File: config.mk
export PLATFORM = sky130hd
export DESIGN_NAME = rgb_to_yuv_ds_flat
export DESIGN_NICKNAME = d
export VERILOG_FILES = /design/src/rtl/rgb_to_yuv_ds_if.sv /design/src/rtl/rgb_to_yuv_ds.sv /design/src/flat_wrapper.sv
export SDC_FILE = /design/constraint.sdc
export NUM_CORES = 1
export LEC_CHECK = 0
export CAP_MARGIN = 20
export CORE_MARGIN = 4
export CORE_UTILIZATION = 59
export DETAILED_ROUTE_END_ITERATION = 16
export GPL_TIMING_DRIVEN = 0
export HOLD_SLACK_MARGIN = 0.03
export PLACE_DENSITY = 0.79
export SLEW_MARGIN = 5
export SYNTH_ARGS = -nofsm -noshare
export SYNTH_HDL_FRONTEND = slang
export SYNTH_SLANG_ARGS = --single-unit
File: constraint.sdc
create_clock -name Clock -period 10.45 [get_ports Clock]
set_input_delay 1.5675 -clock Clock [delete_from_list [all_inputs] [get_ports Clock]]
set_output_delay 1.5675 -clock Clock [all_outputs]
set_load 0.02 [all_outputs]
File: src/rtl/rgb_to_yuv_ds_if.sv
// rgb_to_yuv_ds_if: SRAM port plus RY_enable/RY_complete handshake.
// master = converter (owns SRAM), slave = top FSM / SRAM side.
interface rgb_to_yuv_ds_if;
  logic        SRAM_we_n;
  logic [17:0] SRAM_address;
  logic [15:0] SRAM_read_data;
  logic [15:0] SRAM_write_data;
  logic        RY_enable;
  logic        RY_complete;

  modport master (
    output SRAM_we_n,
    output SRAM_address,
    output SRAM_write_data,
    output RY_complete,
    input  SRAM_read_data,
    input  RY_enable
  );

  modport slave (
    input  SRAM_we_n,
    input  SRAM_address,
    input  SRAM_write_data,
    input  RY_complete,
    output SRAM_read_data,
    output RY_enable
  );
endinterface

File: src/rtl/rgb_to_yuv_ds.sv
// rgb_to_yuv_ds: interleaved RGB in SRAM -> planar Y, U/2, V/2 in SRAM.
// Ports: Clock, Resetn (async, low), bus (SRAM port + enable/complete).
module rgb_to_yuv_ds #(
  parameter logic [17:0] Y_START_ADDRESS   = 18'd0,
  parameter logic [17:0] U_START_ADDRESS   = 18'd38400,
  parameter logic [17:0] V_START_ADDRESS   = 18'd57600,
  parameter logic [17:0] RGB_START_ADDRESS = 18'd146944,
  parameter int          NUM_GROUPS        = 19200
) (
  input  logic Clock,
  input  logic Resetn,
  rgb_to_yuv_ds_if.master bus
);

  localparam int GW = $clog2(NUM_GROUPS + 1);
  localparam logic [GW-1:0] LAST = GW'(NUM_GROUPS - 1);

  typedef enum logic [1:0] {
    S_IDLE,
    S_GROUP,
    S_DONE
  } state_t;

  typedef enum logic [1:0] {
    C_Y,
    C_U,
    C_V
  } comp_t;

  state_t state;
  logic [3:0] cyc;
  logic [GW-1:0] grp;
  logic we_n;
  logic [17:0] addr;
  logic [15:0] wdata;
  logic complete;

  logic [5:0][15:0] word;
  logic [5:0][15:0] wv;
  logic [3:0][7:0] y_q, u_q, v_q;
  logic [3:0][7:0] y_n, u_n, v_n;

  logic slot_on;
  logic [1:0] pix;
  comp_t comp;
  logic [7:0] r, g, b;
  logic signed [31:0] k_r, k_g, k_b, k_off;
  logic signed [31:0] p_r, p_g, p_b, sum;
  logic [7:0] res;

  logic [17:0] g18, rd_next, rd_first;

  function automatic logic [7:0] avg2(
    input logic [7:0] x,
    input logic [7:0] z
  );
    logic [8:0] s;
    s = {1'b0, x} + {1'b0, z} + 9'd1;
    return s[8:1];
  endfunction

  assign g18 = 18'(grp);
  assign rd_next = RGB_START_ADDRESS + 18'd6 * g18
                 + 18'(cyc) + 18'd1;
  assign rd_first = RGB_START_ADDRESS
                  + 18'd6 * (g18 + 18'd1);

  // Word k lands on the bus at c=k+2; use it live that cycle,
  // from the capture register afterwards.
  always_comb begin
    wv = word;
    for (int k = 0; k < 6; k++)
      if (cyc == 4'(k + 2)) wv[k] = bus.SRAM_read_data;
  end

  // One output sample per cycle on c=3..14, ordered so each
  // pixel is complete and each result is ready for its write.
  always_comb begin
    slot_on = 1'b0;
    pix = 2'd0;
    comp = C_Y;
    if (state == S_GROUP) begin
      slot_on = 1'b1;
      unique case (cyc)
        4'd3:  begin pix = 2'd0; comp = C_Y; end
        4'd4:  begin pix = 2'd1; comp = C_Y; end
        4'd5:  begin pix = 2'd0; comp = C_U; end
        4'd6:  begin pix = 2'd2; comp = C_Y; end
        4'd7:  begin pix = 2'd3; comp = C_Y; end
        4'd8:  begin pix = 2'd1; comp = C_U; end
        4'd9:  begin pix = 2'd2; comp = C_U; end
        4'd10: begin pix = 2'd3; comp = C_U; end
        4'd11: begin pix = 2'd0; comp = C_V; end
        4'd12: begin pix = 2'd1; comp = C_V; end
        4'd13: begin pix = 2'd2; comp = C_V; end
        4'd14: begin pix = 2'd3; comp = C_V; end
        default: slot_on = 1'b0;
      endcase
    end
  end

  always_comb begin
    r = wv[0][15:8];
    g = wv[0][7:0];
    b = wv[1][15:8];
    unique case (pix)
      2'd1: begin
        r = wv[1][7:0];
        g = wv[2][15:8];
        b = wv[2][7:0];
      end
      2'd2: begin
        r = wv[3][15:8];
        g = wv[3][7:0];
        b = wv[4][15:8];
      end
      2'd3: begin
        r = wv[4][7:0];
        g = wv[5][15:8];
        b = wv[5][7:0];
      end
      default: ;
    endcase
  end

  always_comb begin
    k_r = 32'sd16843;
    k_g = 32'sd33030;
    k_b = 32'sd6423;
    k_off = 32'sd1048576;
    unique case (comp)
      C_U: begin
        k_r = -32'sd9699;
        k_g = -32'sd19071;
        k_b = 32'sd28770;
        k_off = 32'sd8388608;
      end
      C_V: begin
        k_r = 32'sd28770;
        k_g = -32'sd24117;
        k_b = -32'sd4653;
        k_off = 32'sd8388608;
      end
      default: ;
    endcase
  end

  assign p_r = k_r * $signed({24'd0, r});
  assign p_g = k_g * $signed({24'd0, g});
  assign p_b = k_b * $signed({24'd0, b});
  assign sum = p_r + p_g + p_b + k_off + 32'sd32768;

  // Negative -> 0; anything at or above 256.0 -> 255.
  always_comb begin
    if (sum < 0)
      res = 8'd0;
    else if (sum > 32'sh00FF_FFFF)
      res = 8'd255;
    else
      res = sum[23:16];
  end

  // Forward the current slot so a write can use it same cycle.
  always_comb begin
    y_n = y_q;
    u_n = u_q;
    v_n = v_q;
    if (slot_on) begin
      unique case (comp)
        C_Y: y_n[pix] = res;
        C_U: u_n[pix] = res;
        default: v_n[pix] = res;
      endcase
    end
  end

  // Output registers are loaded one cycle ahead of the slot c
  // they belong to.
  always_ff @(posedge Clock or negedge Resetn) begin
    if (!Resetn) begin
      state <= S_IDLE;
      cyc <= 4'd0;
      grp <= '0;
      we_n <= 1'b1;
      addr <= 18'd0;
      wdata <= 16'd0;
      complete <= 1'b0;
      word <= '0;
      y_q <= '0;
      u_q <= '0;
      v_q <= '0;
    end else begin
      y_q <= y_n;
      u_q <= u_n;
      v_q <= v_n;
      if (state == S_GROUP) begin
        for (int k = 0; k < 6; k++)
          if (cyc == 4'(k + 2)) word[k] <= bus.SRAM_read_data;
      end
      unique case (state)
        S_IDLE, S_DONE: begin
          if (bus.RY_enable) begin
            state <= S_GROUP;
            cyc <= 4'd0;
            grp <= '0;
            complete <= 1'b0;
            we_n <= 1'b1;
            addr <= RGB_START_ADDRESS;
          end
        end
        S_GROUP: begin
          cyc <= cyc + 4'd1;
          we_n <= 1'b1;
          unique case (cyc)
            4'd0, 4'd1, 4'd2, 4'd3, 4'd4:
              addr <= rd_next;
            4'd11: begin
              we_n <= 1'b0;
              addr <= Y_START_ADDRESS + g18 + g18;
              wdata <= {y_n[0], y_n[1]};
            end
            4'd12: begin
              we_n <= 1'b0;
              addr <= Y_START_ADDRESS + g18 + g18 + 18'd1;
              wdata <= {y_n[2], y_n[3]};
            end
            4'd13: begin
              we_n <= 1'b0;
              addr <= U_START_ADDRESS + g18;
              wdata <= {avg2(u_n[0], u_n[1]),
                        avg2(u_n[2], u_n[3])};
            end
            4'd14: begin
              we_n <= 1'b0;
              addr <= V_START_ADDRESS + g18;
              wdata <= {avg2(v_n[0], v_n[1]),
                        avg2(v_n[2], v_n[3])};
            end
            4'd15: begin
              grp <= grp + GW'(1);
              if (grp == LAST) begin
                state <= S_DONE;
                complete <= 1'b1;
              end else begin
                addr <= rd_first;
              end
            end
            default: ;
          endcase
        end
        default: state <= S_IDLE;
      endcase
    end
  end

  assign bus.SRAM_we_n = we_n;
  assign bus.SRAM_address = addr;
  assign bus.SRAM_write_data = wdata;
  assign bus.RY_complete = complete;

endmodule

File: src/flat_wrapper.sv
// flat-port wrapper written by rule: the top's interface ports become plain ports
module rgb_to_yuv_ds_flat 
#(
  parameter logic [17:0] Y_START_ADDRESS   = 18'd0,
  parameter logic [17:0] U_START_ADDRESS   = 18'd38400,
  parameter logic [17:0] V_START_ADDRESS   = 18'd57600,
  parameter logic [17:0] RGB_START_ADDRESS = 18'd146944,
  parameter int          NUM_GROUPS        = 19200
)
  (Clock, Resetn, bus_SRAM_we_n, bus_SRAM_address, bus_SRAM_write_data, bus_RY_complete, bus_SRAM_read_data, bus_RY_enable);
  rgb_to_yuv_ds_if bus_i ();
  input  logic Clock;
  input  logic Resetn;
  output wire logic [$bits(bus_i.SRAM_we_n)-1:0] bus_SRAM_we_n;
  output wire logic [$bits(bus_i.SRAM_address)-1:0] bus_SRAM_address;
  output wire logic [$bits(bus_i.SRAM_write_data)-1:0] bus_SRAM_write_data;
  output wire logic [$bits(bus_i.RY_complete)-1:0] bus_RY_complete;
  input wire logic [$bits(bus_i.SRAM_read_data)-1:0] bus_SRAM_read_data;
  input wire logic [$bits(bus_i.RY_enable)-1:0] bus_RY_enable;
  assign bus_SRAM_we_n = bus_i.SRAM_we_n;
  assign bus_SRAM_address = bus_i.SRAM_address;
  assign bus_SRAM_write_data = bus_i.SRAM_write_data;
  assign bus_RY_complete = bus_i.RY_complete;
  assign bus_i.SRAM_read_data = bus_SRAM_read_data;
  assign bus_i.RY_enable = bus_RY_enable;
  rgb_to_yuv_ds #(.Y_START_ADDRESS(Y_START_ADDRESS), .U_START_ADDRESS(U_START_ADDRESS), .V_START_ADDRESS(V_START_ADDRESS), .RGB_START_ADDRESS(RGB_START_ADDRESS), .NUM_GROUPS(NUM_GROUPS)) u_core (.Clock(Clock), .Resetn(Resetn), .bus(bus_i));
endmodule
After elaboration in Yosys (flattened, before gate mapping)
Cells that the tools add are included.
{"block": "classes", "add_sub_neg": 23, "multipliers": 5, "n_lt_le_gt_ge": 4, "n_eq_ne": 28, "muxes": 53, "n_reduce_logical": 22}
{"operator": "32-bit 2-to-1 mux", "count": 6}
{"operator": "32-bit one-hot mux with 2 select lines", "count": 3}
{"operator": "18-bit one-hot mux with 6 select lines", "count": 1}
{"operator": "32-bit bitwise mux", "count": 3}
{"operator": "32-bit by 9-bit multiplier with 32-bit output", "count": 3}
{"operator": "16-bit 2-to-1 mux", "count": 6}
{"operator": "8-bit one-hot mux with 3 select lines", "count": 3}
{"operator": "32-bit adder", "count": 2}
{"operator": "16-bit one-hot mux with 4 select lines", "count": 1}
{"operator": "18-bit by 1-bit adder with 18-bit output, second input constant", "count": 2}
{"operator": "18-bit adder, first input constant", "count": 2}
{"operator": "8-bit by 8-bit adder with 9-bit output", "count": 4}
{"operator": "9-bit by 1-bit adder with 9-bit output, second input constant", "count": 4}
{"operator": "18-bit 2-to-1 mux", "count": 2}
{"operator": "18-bit one-hot mux with 2 select lines", "count": 1}
{"operator": "16-bit by 15-bit adder with 17-bit output, first input constant", "count": 2}
{"operator": "32-bit by 17-bit adder with 32-bit output, second input constant", "count": 1}
{"operator": "32-bit by 25-bit adder with 32-bit output", "count": 1}
{"operator": "4-bit equality test, second input constant", "count": 8}
{"operator": "32-bit by 25-bit greater-than comparator with 1-bit output, second input constant", "count": 1}
{"operator": "32-bit by 1-bit < comparator with 1-bit output, second input constant", "count": 1}
{"operator": "15-bit 2-to-1 mux", "count": 2}
{"operator": "15-bit one-hot mux with 2 select lines", "count": 1}
{"operator": "24-bit 2-to-1 mux", "count": 1}
{"operator": "other kinds (40)", "count": 74}
{"block": "word_totals", "ff_bits": 249, "output_inout_bits": 36, "elab_cells": 160}

Logic depth before layout (Yosys ltp)
{"block": "logic_depth", "word_depth": 20, "mapped_depth": 51}

Worst setup path after synthesis
OpenSTA, ideal clock, no wires.
{"block": "synth_timing", "path_type": "input -> register", "start": "in bus_SRAM_read_data[8]", "end": "reg u_core.wdata[15] (netlist: u_core.bus.SRAM_write_data[15])", "setup_time_ns": 0.121, "arrival_time_ns": 11.228, "path_slack_ns": -0.899, "cell_stages": 43, "path_buffers": 3, "path_cell_list": "clkbuf_1 > nand2_1 > and3_1 > a31oi_1 > o21ai_0 > a22oi_1 > inv_1 > nor2_1 > fa_1 > inv_1 > fa_1 > fa_1 > inv_1 > fa_1 > inv_1 > fa_1 > inv_1 > fa_1 > [7 not listed] > o22ai_1 > a211o_1 > or3_4 > a22oi_2 > nand4_4 > o21a_1 > buf_2 > mux2_2 > fa_1 > a21o_1 > a21oi_1 > o21bai_1 > a21oi_1 > o21bai_1 > a21oi_1 > o22ai_1 > o32a_1 > a22o_1"}
{"element": "from (decl)", "line": "flat_wrapper.sv:18", "rtl": "input wire logic [$bits(bus_i.SRAM_read_data)-1:0] bus_SRAM_read_data;"}
{"element": "to (signal assigned)", "line": "rgb_to_yuv_ds.sv:220", "rtl": "wdata <= {y_n[0], y_n[1]};"}
{"element": "to (signal assigned)", "line": "rgb_to_yuv_ds.sv:225", "rtl": "wdata <= {y_n[2], y_n[3]};"}
{"element": "to (signal assigned)", "line": "rgb_to_yuv_ds.sv:230", "rtl": "wdata <= {avg2(u_n[0], u_n[1]),"}
{"element": "to (decl)", "line": "rgb_to_yuv_ds.sv:35", "rtl": "logic [15:0] wdata;"}

==> metrics <==
worst relative slew slack a little under a fifth; violations in the final reports setup timing; post-synth net total slightly below 4000; number of antenna violations at the first check in global routing 0; Yosys Warn Count 0; xor-xnor portion of the synthesized cell area around 2.6%; number of nets with antenna violations after routing 0; compound-cell area share of the yosys netlist between 10% and 20%; drt first pass iters 9; final sum of negative setup slack -8.96 ns; Port Buffer Count 54; Mapped Cells 3210; maximum number of pins on one net before global-route repair approximately 110; proportion of register bits with asynchronous set or reset after synthesis 100%; number of buffers inserted by hold repair at cts 0; adder and majority cell fraction of the synthesized area a little over a third; crit path DAT 11.91 ns; highest attainable clock frequency between 0.08 and 0.09 GHz; number of remaining DRC errors 0; TritonCTS clock tree built; fin crit share 110%; kind of start point of the critical path flop; detailed placer's ending HPWL between 70000 and 80000 um; final wirelength slightly above 100000 um; final critical-path setup slack -0.997 ns; critical path class flop to flop; number of inserted diodes 0; mapped cell area 29600 um2; top flip-flop cell by instance count after synthesis sky130_fd_sc_hd__dfrtp_1; placed insts around 3900; number of placed I/O pins between 50 and 60; max cap viols 0; status finished with violations; vias after detailed routing about 26000; global-route total usage across every layer between 30 and 40%; unrepaired setup endpoints after global routing true; slowest library cell on the worst path sky130_fd_sc_hd__fa_1; main combinational cell family by area after synthesis adder cells; layout cells sized above 1 ~26%; Core Area approximately 49000 um2; Die X-Extent approximately 230 um; global-route wire length before repair 150000 um; number of pins with negative max-slew slack in the final report 0; Die H between 200 and 250 um; final instance area roughly 37000 um2; GP Congestion approximately 1.0; via count of the first global-routing pass around 27000; source-to-sink clock delay at the later pin of the worst-skew pair about 0.59 ns; DP Area between 30000 and 40000 um2; Core Rows 81; vias per std cell 6.21; number of distinct standard cells referenced by the synthesized netlist between 80 and 90; Die ar. ~54000 um2; largest fanout of any net on the critical path 7; multiplexer share of the synthesized area under 10%; number of flip-flops and latches in the synthesized netlist between 200 and 250; CP Data Required Time roughly 11 ns; remaining global-route overflow 0; clock transition at the registers of the reported paths 0.06 ns; area growth from synthesis to final layout 24.5%; Post-synth EDFFs 0; worst stage delay on the critical path 0.57 ns; capturing element type of the critical path flop; H-tree lvl count 1; final worst clock skew ~0.035 ns; buffer levels on the longest clock path 3; DR iter-0 viols 2741; Fin Hold WS 0.480 ns; clock tree sinks approximately 250; CTS root buf sky130_fd_sc_hd__clkbuf_16; type of the worst min-delay path flop to flop; initial standard-cell utilization of the core 60.0%; endpoints failing setup 16; worst-margin pin slew roughly 1.2 ns; post-route insts no fill 4244; number of clock buffers inserted by TritonCTS 28; share of synthesized cell area in and, or, nand and nor gates ~13%; drt wl/cell between 20 and 25 um; # nets final around 4200; mean post-synth cell area ~9.2 um2; sequential area share after synthesis 21.1%; cell repeated most along the worst path sky130_fd_sc_hd__fa_1; Final Hold Vio Count 0; Tmin final 11.45 ns
==> worst paths after layout <==
| kind | startpoint | endpoint | slack (ns) | depth (start not counted) |
|---|---|---|---|---|
| min reg2reg | u_core.v_q[13] | u_core.v_q[13] | 0.48 | 2 |
| max in group asynchronous | Resetn | u_core.word[78] | 8.58 | 2 |
| max reg2reg | u_core.cyc[1] | u_core.bus.SRAM_write_data[7] | -1.0 | 47 |
| min | u_core.v_q[13] | u_core.v_q[13] | 0.48 | 2 |
| max | u_core.cyc[1] | u_core.bus.SRAM_write_data[7] | -1.0 | 47 |
| min in group asynchronous | Resetn | u_core.bus.SRAM_address[8] | 0.90 | 1 |
==> through the flow <==
step                util [%]  setup slack (ns)
finish                  74.7            -0.997
global route            74.7             -1.18
CTS                     71.4            -0.586
detailed placement      63.5             -3.85
global placement        63.3             -3.65
floorplan                  -            -0.105
==> kinds of logic after synthesis <==
logic type | after synthesis
adders and majority gates | 628
xor gates and xnor gates | 85
buffers and inverters | 734
AOI/OAI and AO/OA | 523
DFF | 249
and+or+nand+nor | 816
muxes | 175
==> metal layers <==
layer	global-route usage, %	vias up	share of wire (%)
met5	0	-	0
met4	18.8	0	7.6
met3	7.00	523	9.5
met2	59.2	1629	47
met1	45.1	13100	36
li1	-	11200	-
==> cell usage after synthesis, types with 44 or more instances <==
| cell type | instances | share of area, % |
|---|---|---|
| sky130_fd_sc_hd__nand2_1 | 386 | 4.9 |
| sky130_fd_sc_hd__inv_1 | 600 | 7.6 |
| sky130_fd_sc_hd__dfrtp_1 | 248 | 21 |
| sky130_fd_sc_hd__and3_1 | 44 | 0.93 |
| sky130_fd_sc_hd__fa_1 | 360 | 24 |
| sky130_fd_sc_hd__o21ai_0 | 133 | 2.3 |
| sky130_fd_sc_hd__ha_1 | 268 | 11 |
| sky130_fd_sc_hd__clkbuf_1 | 117 | 1.5 |
| sky130_fd_sc_hd__and2_1 | 70 | 1.5 |
| sky130_fd_sc_hd__a31oi_1 | 45 | 0.95 |
| sky130_fd_sc_hd__nor2_1 | 95 | 1.2 |
| sky130_fd_sc_hd__xnor2_1 | 56 | 1.7 |
| sky130_fd_sc_hd__nand3_1 | 73 | 1.2 |
| sky130_fd_sc_hd__mux2_2 | 153 | 5.8 |
| sky130_fd_sc_hd__a21oi_1 | 97 | 1.6 |
==> worst max-delay path: cells and delay by family, from the launching register on <==
| family | cells | cell delay (ns) |
|---|---|---|
| compound gates | 17 | 3.23 |
| fa+ha+maj | 10 | 4.45 |
| buf+inv | 14 | 1.73 |
| flops | 1 | 0.47 |
| mux | 1 | 0.30 |
| simple gates | 5 | 1.11 |
==> timing repair <==
item	4_1_cts	5_1_grt
buffers inserted	175	99
cloned	0	3
pin swaps	120	189
setup endpoints to repair	112	16
gates resized for setup	463	241
==> state kept, by name (all words and copies together), names as in the netlist, 2 cells and up <==
signal,flops
u_core.cyc,4
u_core.u_q,32
u_core.state,2
u_core.v_q,32
u_core.y_q,32
u_core.word,96
u_core.bus.SRAM_address,18
u_core.grp,15
u_core.bus.SRAM_write_data,16
==> final cells by class <==
| class | instances | area (um2) |
|---|---|---|
| Multi-Input combinational cell | 2227 | 22600 |
| Fill cell | 3198 | 12400 |
| Sequential cell | 249 | 6240 |
| Timing Repair Buffer | 333 | 2920 |
| Inverter | 601 | 2290 |
| Buffer | 118 | 1040 |
| Tap cell | 664 | 831 |
| Clock buffer | 40 | 816 |
| Clock inverter | 12 | 109 |
==> cell usage in the layout (no fill, tap or decap), drive strengths merged, types with 10 or more instances in the layout <==
cell type,count
nor3,27
mux2i,22
clkinv,10
and3,45
o22ai,14
o21ai,146
dfrtp,248
clkdlybuf4s50,41
a221oi,13
ha,268
o31ai,11
nand4,22
nor2,95
xnor2,57
nor2b,35
nand3,73
and2,71
buf,307
a22oi,26
or3,15
clkbuf,130
inv,599
a21oi,100
o211ai,13
o21bai,16
o21a,17
a21o,42
nand2b,24
xor2,27
mux2,153
nand2,387
a31oi,45
fa,360
Power is not shown: default switching activity piles up to over one toggle a cycle in this logic, so the estimate is an artifact.
